File: src/rtl/divider_seq.sv
// Sequential restoring divider: one quotient bit per clock, WIDTH iterations, result held until
// cleared. Define DIV_SIGNED_EN for two's-complement operands (truncating division).
module divider_seq #(
    parameter int unsigned WIDTH     = 64,
    parameter int unsigned CNT_WIDTH = 6
) (
    input  logic             clk,
    input  logic             reset_n,
    input  logic             op_start,
    input  logic             op_clear,
    input  logic [WIDTH-1:0] dividend,
    input  logic [WIDTH-1:0] divisor,
    output logic             op_done,
    output logic [WIDTH-1:0] quotient,
    output logic [WIDTH-1:0] remainder,
    output logic             div_by_zero
);

    typedef enum logic [1:0] {
        StInit    = 2'b00,
        StOperate = 2'b01,
        StDone    = 2'b11
    } state_e;

    state_e               state_q;
    logic [CNT_WIDTH-1:0] cnt_q;
    logic [WIDTH-1:0]     q_q;
    logic [WIDTH-1:0]     r_q;
    logic [WIDTH-1:0]     d_q;
    logic                 dz_q;

    logic [WIDTH:0]       trial;
    logic                 fits;
    logic [WIDTH-1:0]     q_step;
    logic [WIDTH-1:0]     r_step;
    logic [WIDTH-1:0]     q_final;
    logic [WIDTH-1:0]     r_final;
    logic [WIDTH-1:0]     dividend_cap;
    logic [WIDTH-1:0]     divisor_cap;

    // One restoring step; the compare keeps the bit shifted out of R.
    always_comb begin
        trial  = {r_q, q_q[WIDTH-1]};
        fits   = (trial >= {1'b0, d_q});
        q_step = {q_q[WIDTH-2:0], fits};
        r_step = fits ? (trial[WIDTH-1:0] - d_q) : trial[WIDTH-1:0];
    end

`ifdef DIV_SIGNED_EN
    logic sign_quo_q;
    logic sign_rem_q;

    always_comb begin
        dividend_cap = dividend[WIDTH-1] ? ('0 - dividend) : dividend;
        divisor_cap  = divisor[WIDTH-1] ? ('0 - divisor) : divisor;
        // A zero divisor keeps the all-ones quotient, i.e. -1.
        q_final      = (sign_quo_q && !dz_q) ? ('0 - q_step) : q_step;
        r_final      = sign_rem_q ? ('0 - r_step) : r_step;
    end
`else
    always_comb begin
        dividend_cap = dividend;
        divisor_cap  = divisor;
        q_final      = q_step;
        r_final      = r_step;
    end
`endif

    always_ff @(posedge clk) begin
        if (!reset_n || op_clear) begin
            state_q     <= StInit;
            cnt_q       <= '0;
            q_q         <= '0;
            r_q         <= '0;
            d_q         <= '0;
            dz_q        <= 1'b0;
            op_done     <= 1'b0;
            quotient    <= '0;
            remainder   <= '0;
            div_by_zero <= 1'b0;
`ifdef DIV_SIGNED_EN
            sign_quo_q  <= 1'b0;
            sign_rem_q  <= 1'b0;
`endif
        end else begin
            case (state_q)
                StInit: begin
                    op_done     <= 1'b0;
                    quotient    <= '0;
                    remainder   <= '0;
                    div_by_zero <= 1'b0;
                    if (op_start) begin
                        q_q        <= dividend_cap;
                        d_q        <= divisor_cap;
                        r_q        <= '0;
                        cnt_q      <= '0;
                        dz_q       <= (divisor == '0);
`ifdef DIV_SIGNED_EN
                        sign_quo_q <= dividend[WIDTH-1] ^ divisor[WIDTH-1];
                        sign_rem_q <= dividend[WIDTH-1];
`endif
                        state_q    <= StOperate;
                    end
                end
                StOperate: begin
                    cnt_q <= cnt_q + 1'b1;
                    if (cnt_q == '1) begin
                        q_q     <= q_final;
                        r_q     <= r_final;
                        state_q <= StDone;
                    end else begin
                        q_q <= q_step;
                        r_q <= r_step;
                    end
                end
                StDone: begin
                    // Outputs are registered from the held result, one edge after entry.
                    op_done     <= 1'b1;
                    quotient    <= q_q;
                    remainder   <= r_q;
                    div_by_zero <= dz_q;
                end
                default: begin
                    state_q     <= StInit;
                    op_done     <= 1'b0;
                    quotient    <= '0;
                    remainder   <= '0;
                    div_by_zero <= 1'b0;
                end
            endcase
        end
    end

endmodule
File: config.mk
export PLATFORM = sky130hd
export DESIGN_NAME = divider_seq
export DESIGN_NICKNAME = d
export VERILOG_FILES = /design/src/rtl/divider_seq.sv
export SDC_FILE = /design/constraint.sdc
export NUM_CORES = 1
export LEC_CHECK = 0
export ABC_CLOCK_PERIOD_IN_PS = 9100
export BUFFER_PORTS_ARGS = -buffer_cell sky130_fd_sc_hd__clkbuf_2
export CORE_MARGIN = 5
export CORE_UTILIZATION = 47
export CTS_CLUSTER_SIZE = 20
export DETAILED_ROUTE_END_ITERATION = 8
export GPL_ROUTABILITY_DRIVEN = 0
export PLACE_DENSITY = 0.65
export SLEW_MARGIN = 30
export SYNTH_ARGS = -nofsm -noshare
export SYNTH_HDL_FRONTEND = slang
export SYNTH_SLANG_ARGS = --single-unit
export TNS_END_PERCENT = 20
File: constraint.sdc
create_clock -name clk -period 9.1 [get_ports clk]
set_clock_uncertainty 0.05 [all_clocks]
set_input_delay 0 -clock clk [delete_from_list [all_inputs] [get_ports clk]]
set_output_delay 0 -clock clk [all_outputs]
set_load 0.05 [all_outputs]
==> run metrics, run 1 <==
Net Sw Power roughly 1 mW; maximum clock path buffer count 3; TritonCTS sink count 331; post-synthesis cell count between 2k and 2.5k; fraction of power spent switching nets 0.2726; Main synth FF type sky130_fd_sc_hd__dfxtp_1; Flop pwr share 0.416; number of antenna violations at the first check in global routing 3; Internal 2.612 mW; clock slew seen by the registers of the worst setup and hold paths 0.06 ns; Synth Net Count 2321; number of flops mapped to enable cells by yosys 0; Gates resized, CTS repair 0; total grt overflow 0; FF-to-FF path depth 12; DR pass1 iterations 6; Port-buffer cells 261; Slew Limit Headroom 0.3458; chip height 198.3 µm; Leakage Power 8.462 nW; routed via count 16.24k; global router's overall resource usage 0.2561; fin. max-slew vios 0; layout overhead on the synthesized area 24.46%; global-route wire length before repair between 80000 and 90000 µm; area of the multi-input gates 9186 µm²; unrepaired setup endpoints after global routing no; remaining antenna violation count 0; WS Path Type reg -> reg; number of CTS-inserted buffers 38; area of the core 35310 µm²; register-to-register setup slack 5.05 ns; FF+latch area around 6600 µm²; maxcap violations 0; number of fillers in the final layout 3195; startpoint of the worst setup timing path d_q[7]$_SDFFE_PP0P_; part of the power in combinational logic 0.157; Fin. Hold Viols 0; number of buffers added to fix hold violations after cts 128; Placed Cells incl. Taps 2718; maximum fanout count along the critical path 36; class of the tightest hold or removal check in -> reg; Critical Path AT 4.48 ns; post-placement worst setup slack 5.080 ns; post-synthesis async set-or-reset flop share 0; most frequent standard cell in the layout excluding fill and tap cells sky130_fd_sc_hd__dfxtp_1; number of distinct library cells after synthesis 66; Setup crit end r_q[50]$_SDFFE_PP0P_; Die Wd 198.3 µm; Post-Syn Area per Cell 7.845 µm²; total chip power 3.591 mW; Post-route DRC 0; hold_ws 0.1244 ns; yosys synthesis warning count 0; post-layout min period ~4.1 ns; Clock power frac 0.427; launch instance of the worst register-to-register path d_q[7]$_SDFFE_PP0P_; number of levels in the clock H-tree 2; post-route worst setup slack 5.047 ns; kind of capture point of the worst setup path flip-flop; Worst R2R End r_q[50]$_SDFFE_PP0P_; nets@finish 2624; synthesis-stage register bit count 331; VDD IR max 0.0001341 V; largest net degree at the start of global routing 80; Post-Synthesis Cell Area 16660 µm²; num rows 69; sequential area share after synthesis 0.3978; cell at the root of the clock tree sky130_fd_sc_hd__clkbuf_16; Total Negative Setup Slacks 0 ns; outcome finished clean; number of setup buffers added after CTS 0; clock latency on the worst-skew pair 0.56 ns; clock tree from TritonCTS built; ratio of routed vias to standard cells 5.568; final worst path period share 0.4454; average detailed-routed wire length per instance 17.79 µm; kind of start point of the critical path flip-flop; highest clock rate 246.7 MHz; Initial Utilization 0.4717; final setup violation count 0; Least-Margin Pin Slew about 0.98 ns; number of global-route vias before repair 15.87k; power density cells 173.2 nW/µm²; total detailed-routing wirelength between 50000 and 60000 µm; ratio of cells with drive above 1 in the final layout 0.1483; DR iter-0 viols 1233; number of top-level pins 262; Layout Cells excl Fill 2917; half-perimeter wire length after placement 34620 µm; commonest cells after routing, fill and taps aside sky130_fd_sc_hd__dfxtp_1, sky130_fd_sc_hd__nand2_1, sky130_fd_sc_hd__clkbuf_2; die area ~39000 µm²; CP Data Required Time 9.53 ns
## power groups by stage
stage	Clock, mW	Sequential [mW]	Combinational (mW)
floorplan	0	1.52	0.369
global placement	0	1.52	0.505
detailed placement	0	1.53	0.509
CTS	1.57	1.49	0.556
global route	1.63	1.50	0.619
finish	1.53	1.49	0.564
## cell usage after synthesis, drive strengths merged (3+ instances only)
library cell | count | area (µm²)
a211oi | 6 | 50.05
o211ai | 5 | 37.54
a211o | 3 | 26.28
o21a | 6 | 45.04
nand2b | 4 | 25.02
a221oi | 4 | 35.03
ha | 65 | 813.3
a21boi | 3 | 22.52
o21bai | 12 | 90.09
nand4 | 26 | 162.7
buf | 30 | 135.1
inv | 88 | 330.3
o31a | 3 | 26.28
xnor2 | 45 | 394.1
a22oi | 9 | 67.56
a41o | 3 | 30.03
nand3 | 24 | 120.1
and3 | 5 | 31.28
clkbuf | 115 | 431.7
and2 | 8 | 50.05
or3 | 5 | 31.28
a32oi | 15 | 131.4
o21ai | 229 | 1146
o31ai | 7 | 52.55
dfxtp | 331 | 6626
nor2 | 260 | 975.9
o211a | 3 | 30.03
a21o | 30 | 225.2
xor2 | 15 | 131.4
or2 | 3 | 18.77
a31oi | 14 | 87.58
nand2 | 302 | 1136
mux2i | 147 | 1471
nor4 | 22 | 137.6
a21oi | 234 | 1171
nor3 | 8 | 40.04
o22ai | 3 | 18.77
nor2b | 5 | 31.28
## per-stage QoR
stage                     utilization  area [µm²]
after floorplan                     -       16660
after global placement         0.5142       18160
after detailed placement       0.5145       18170
after CTS                      0.5862       20700
after global routing           0.5871       20730
final                          0.5871       20730
## how the worst min path moves through the flow
stage,from,cells after the start,to
3_3_place_gp,divisor[2],3,d_q[2]$_SDFFE_PP0P_
4_1_cts,op_clear,5,q_q[49]$_SDFFE_PP0P_
6_report,op_clear,5,q_q[25]$_SDFFE_PP0P_
3_5_place_dp,divisor[2],3,d_q[2]$_SDFFE_PP0P_
2_1_floorplan,divisor[10],2,d_q[10]$_SDFFE_PP0P_
5_1_grt,op_clear,5,q_q[54]$_SDFFE_PP0P_
## per-layer routing
layer  global-route usage  part of all wire  vias up
met5                    0           0.00013        -
li1                     -                 -     7963
met2               0.4301              0.47      573
met3              0.05241             0.070      110
met1               0.3278              0.43     7593
met4              0.09105             0.031        2
## sequential cells by signal, summed over array words and instances (netlist names)
signal / count
div_by_zero: 1
quotient: 64
r_q: 64
op_done: 1
q_q: 64
dz_q: 1
state_q: 2
remainder: 64
d_q: 64
cnt_q: 6
## final cells by class
cell class | instances | area share
clock buffers | 56 | 0.05348
repair buffers | 408 | 0.1327
flip-flops and latches | 331 | 0.3199
diodes | 2 | 0.0002414
clock inverters | 12 | 0.006820
inverters | 88 | 0.01593
well taps | 461 | 0.02782
multi-input cells | 1559 | 0.4431
## worst max-delay path, stage by stage, from the launching register on
cell and delay [ns]:
sky130_fd_sc_hd__dfxtp_1 0.33, sky130_fd_sc_hd__inv_1 0.04, sky130_fd_sc_hd__ha_1 0.43, sky130_fd_sc_hd__nand2_1 0.10
sky130_fd_sc_hd__or3_1 0.36, sky130_fd_sc_hd__a211oi_2 0.25, sky130_fd_sc_hd__a211oi_1 0.15, sky130_fd_sc_hd__o31ai_1 0.35
sky130_fd_sc_hd__a21oi_1 0.25, sky130_fd_sc_hd__o41ai_4 0.35, sky130_fd_sc_hd__buf_4 0.55, sky130_fd_sc_hd__nand2_2 0.47
sky130_fd_sc_hd__o21ai_1 0.25
## cell families (layout without fill, tap and decap cells)
| family | count (synthesis) | count (layout) | synth area share |
|---|---|---|---|
| AO/OA/AOI/OAI | 609 | 609 | 0.2100 |
| multiplexers | 148 | 148 | 0.08902 |
| AND/OR/NAND/NOR | 676 | 676 | 0.1677 |
| adder cells (fa/ha/maj) | 66 | 66 | 0.05003 |
| buffers and inverters | 233 | 564 | 0.05386 |
| flip-flops | 331 | 331 | 0.3978 |
| XOR/XNOR | 60 | 60 | 0.03155 |
| other | 0 | 2 | 0 |
Power figures use the tool's default switching activity.
==> run 2: changes to the inputs <==
ABC_CLOCK_PERIOD_IN_PS = 3500   (was 9100)
PLACE_DENSITY = 0.68   (was 0.65)
clock period = 3.5 ns   (was 9.1 ns; I/O delays follow)
==> run metrics, run 2 (same netlist as run 1, synthesis figures left out) <==
FF-to-FF path depth 12; total chip power 9.737 mW; clock tree from TritonCTS built; Slowest Stage Delay on Critical Path about 0.55 ns; ratio of cells with drive above 1 in the final layout 0.1683; maxcap violations 0; nets@finish between 2k and 3k; DR iter-0 viols roughly 1.3k; clock slew seen by the registers of the worst setup and hold paths 0.06 ns; total detailed-routing wirelength 53600 µm; final setup violation count 0; routed via count 16.75k; Top cell by count, worst path sky130_fd_sc_hd__o21ai_1; average detailed-routed wire length per instance 17.86 µm; number of levels in the clock H-tree 2; power density cells 451.8 nW/µm²; Die Wd 198.3 µm; chip height 198.3 µm; Worst R2R End r_q[47]$_SDFFE_PP0P_; outcome finished clean; launch instance of the worst register-to-register path d_q[28]$_SDFFE_PP0P_; Layout Cells excl Fill roughly 3.0k; Slew Limit Headroom 0.4025; Initial Utilization 0.4717; area of the multi-input gates slightly above 9000 µm²; global-route wire length before repair 85160 µm; Least-Margin Pin Slew 0.8962 ns; largest net degree at the start of global routing 106; FF+latch area 6631 µm²; cell area after layout 21550 µm²; number of fillers in the final layout 3095; maximum fanout count along the critical path 19; register-to-register setup slack 0.15 ns; DR pass1 iterations 5; end point of the worst hold path d_q[13]$_SDFFE_PP0P_; CP top delay family compound AO/OA/AOI/OAI gates; critical path cell sequence inv_1, ha_1, and2_1, a21oi_1, or4_1, a32o_1, o21ai_1, a21oi_2, o41a_2, buf_4, a32oi_1, o21ai_1; slowest library cell on the worst path sky130_fd_sc_hd__o41a_2; total grt overflow 0; final worst path period share 0.9572; worst hold stages 4; Post-DP Area between 15000 and 20000 µm²; die area 39300 µm²; cell at the root of the clock tree sky130_fd_sc_hd__clkbuf_16; commonest cells after routing, fill and taps aside sky130_fd_sc_hd__dfxtp_1, sky130_fd_sc_hd__nand2_1, sky130_fd_sc_hd__clkbuf_2; TritonCTS sink count 331; Total Negative Setup Slacks 0 ns; class of the tightest hold or removal check in -> reg; most frequent standard cell in the layout excluding fill and tap cells sky130_fd_sc_hd__dfxtp_1; Critical Path AT 3.72 ns; layout overhead on the synthesized area 29.38%; WS Path Type reg -> reg; ratio of routed vias to standard cells 5.579; kind of capture point of the worst setup path flip-flop; half-perimeter wire length after placement 35720 µm; Fin. Hold Viols 0; Placed Cells incl. Taps 2770; kind of start point of the critical path flip-flop; post-route worst setup slack 0.1496 ns; number of top-level pins 262; maximum clock path buffer count 3; Buf/Inv on CP 2; Leakage Power approximately 8.9 nW; clock latency on the worst-skew pair 0.55 ns; num rows 69; number of global-route vias before repair 16.58k; area of the core 35310 µm²; fin. max-slew vios 0; VDD IR max slightly below 0.0004 V; highest clock rate 298.5 MHz; Port-buffer cells 261; post-placement worst setup slack -0.03030 ns; global router's overall resource usage 0.2642; post-layout min period about 3.4 ns; remaining antenna violation count 0; number of CTS-inserted buffers 39; startpoint of the worst hold path op_start; Post-route DRC 0; CP Data Required Time 3.87 ns; number of antenna violations at the first check in global routing 6
[run 2: per-layer routing]
| layer | track usage | vias up | wire (µm) |
|---|---|---|---|
| met5 | 0 | - | 26 |
| met4 | 0.09538 | 4 | 1803 |
| met3 | 0.06857 | 128 | 4303 |
| met2 | 0.4354 | 645 | 24660 |
| met1 | 0.3355 | 7832 | 22810 |
| li1 | - | 8139 | - |
[run 2: cell type report]
type | instances | area share
Inverter | 88 | 0.01533
Timing Repair Buffer | 487 | 0.1593
Clock buffer | 54 | 0.05307
Multi-Input combinational cell | 1559 | 0.4268
Antenna cell | 4 | 0.0004645
Sequential cell | 331 | 0.3077
Clock inverter | 18 | 0.01057
Tap cell | 461 | 0.02677
[run 2: stage by stage]
| step | utilization | hold slack [ns] |
|---|---|---|
| after floorplan | - | 0.08596 |
| after global placement | 0.5262 | 0.1977 |
| after detailed placement | 0.5262 | 0.1989 |
| after CTS | 0.6091 | 0.04021 |
| after global routing | 0.6101 | 0.07906 |
| final | 0.6103 | 0.08420 |
[run 2: how the worst max path moves through the flow]
stage	startpoint	to	slack (ns)	depth (start not counted)
2_1_floorplan	d_q[39]$_SDFFE_PP0P_	r_q[26]$_SDFFE_PP0P_	0.22	12
3_3_place_gp	d_q[9]$_SDFFE_PP0P_	r_q[9]$_SDFFE_PP0P_	0.09	12
3_5_place_dp	d_q[9]$_SDFFE_PP0P_	r_q[35]$_SDFFE_PP0P_	-0.03	12
4_1_cts	d_q[9]$_SDFFE_PP0P_	r_q[47]$_SDFFE_PP0P_	0.05	12
5_1_grt	r_q[0]$_SDFFE_PP0P_	r_q[62]$_SDFFE_PP0P_	-0.0009	12
6_report	d_q[28]$_SDFFE_PP0P_	r_q[47]$_SDFFE_PP0P_	0.15	12
[run 2: timing repair]
action | 4_1_cts | 5_1_grt
buffers inserted | 0 | 1
pin swaps | 1 | 1
gates cloned | 0 | 0
endpoints found under the hold margin | 135 | 0
hold buffers | 155 | 0
endpoints found under the setup margin | 9 | 60
resized for setup | 1 | 6
[run 2: power by group]
| group | total [mW] | switching (mW) | internal (mW) |
|---|---|---|---|
| Combinational | 1.58 | 0.896 | 0.689 |
| Sequential | 3.89 | 0.0506 | 3.84 |
| Clock | 4.27 | 1.66 | 2.60 |
| Total | 9.74 | 2.61 | 7.13 |
[run 2: worst min-delay path, cell delays in order]
cell and delay, ns:
sky130_fd_sc_hd__clkbuf_2 0.14, sky130_fd_sc_hd__and3_2 0.33, sky130_fd_sc_hd__nand2_1 0.10, sky130_fd_sc_hd__a21oi_1 0.05
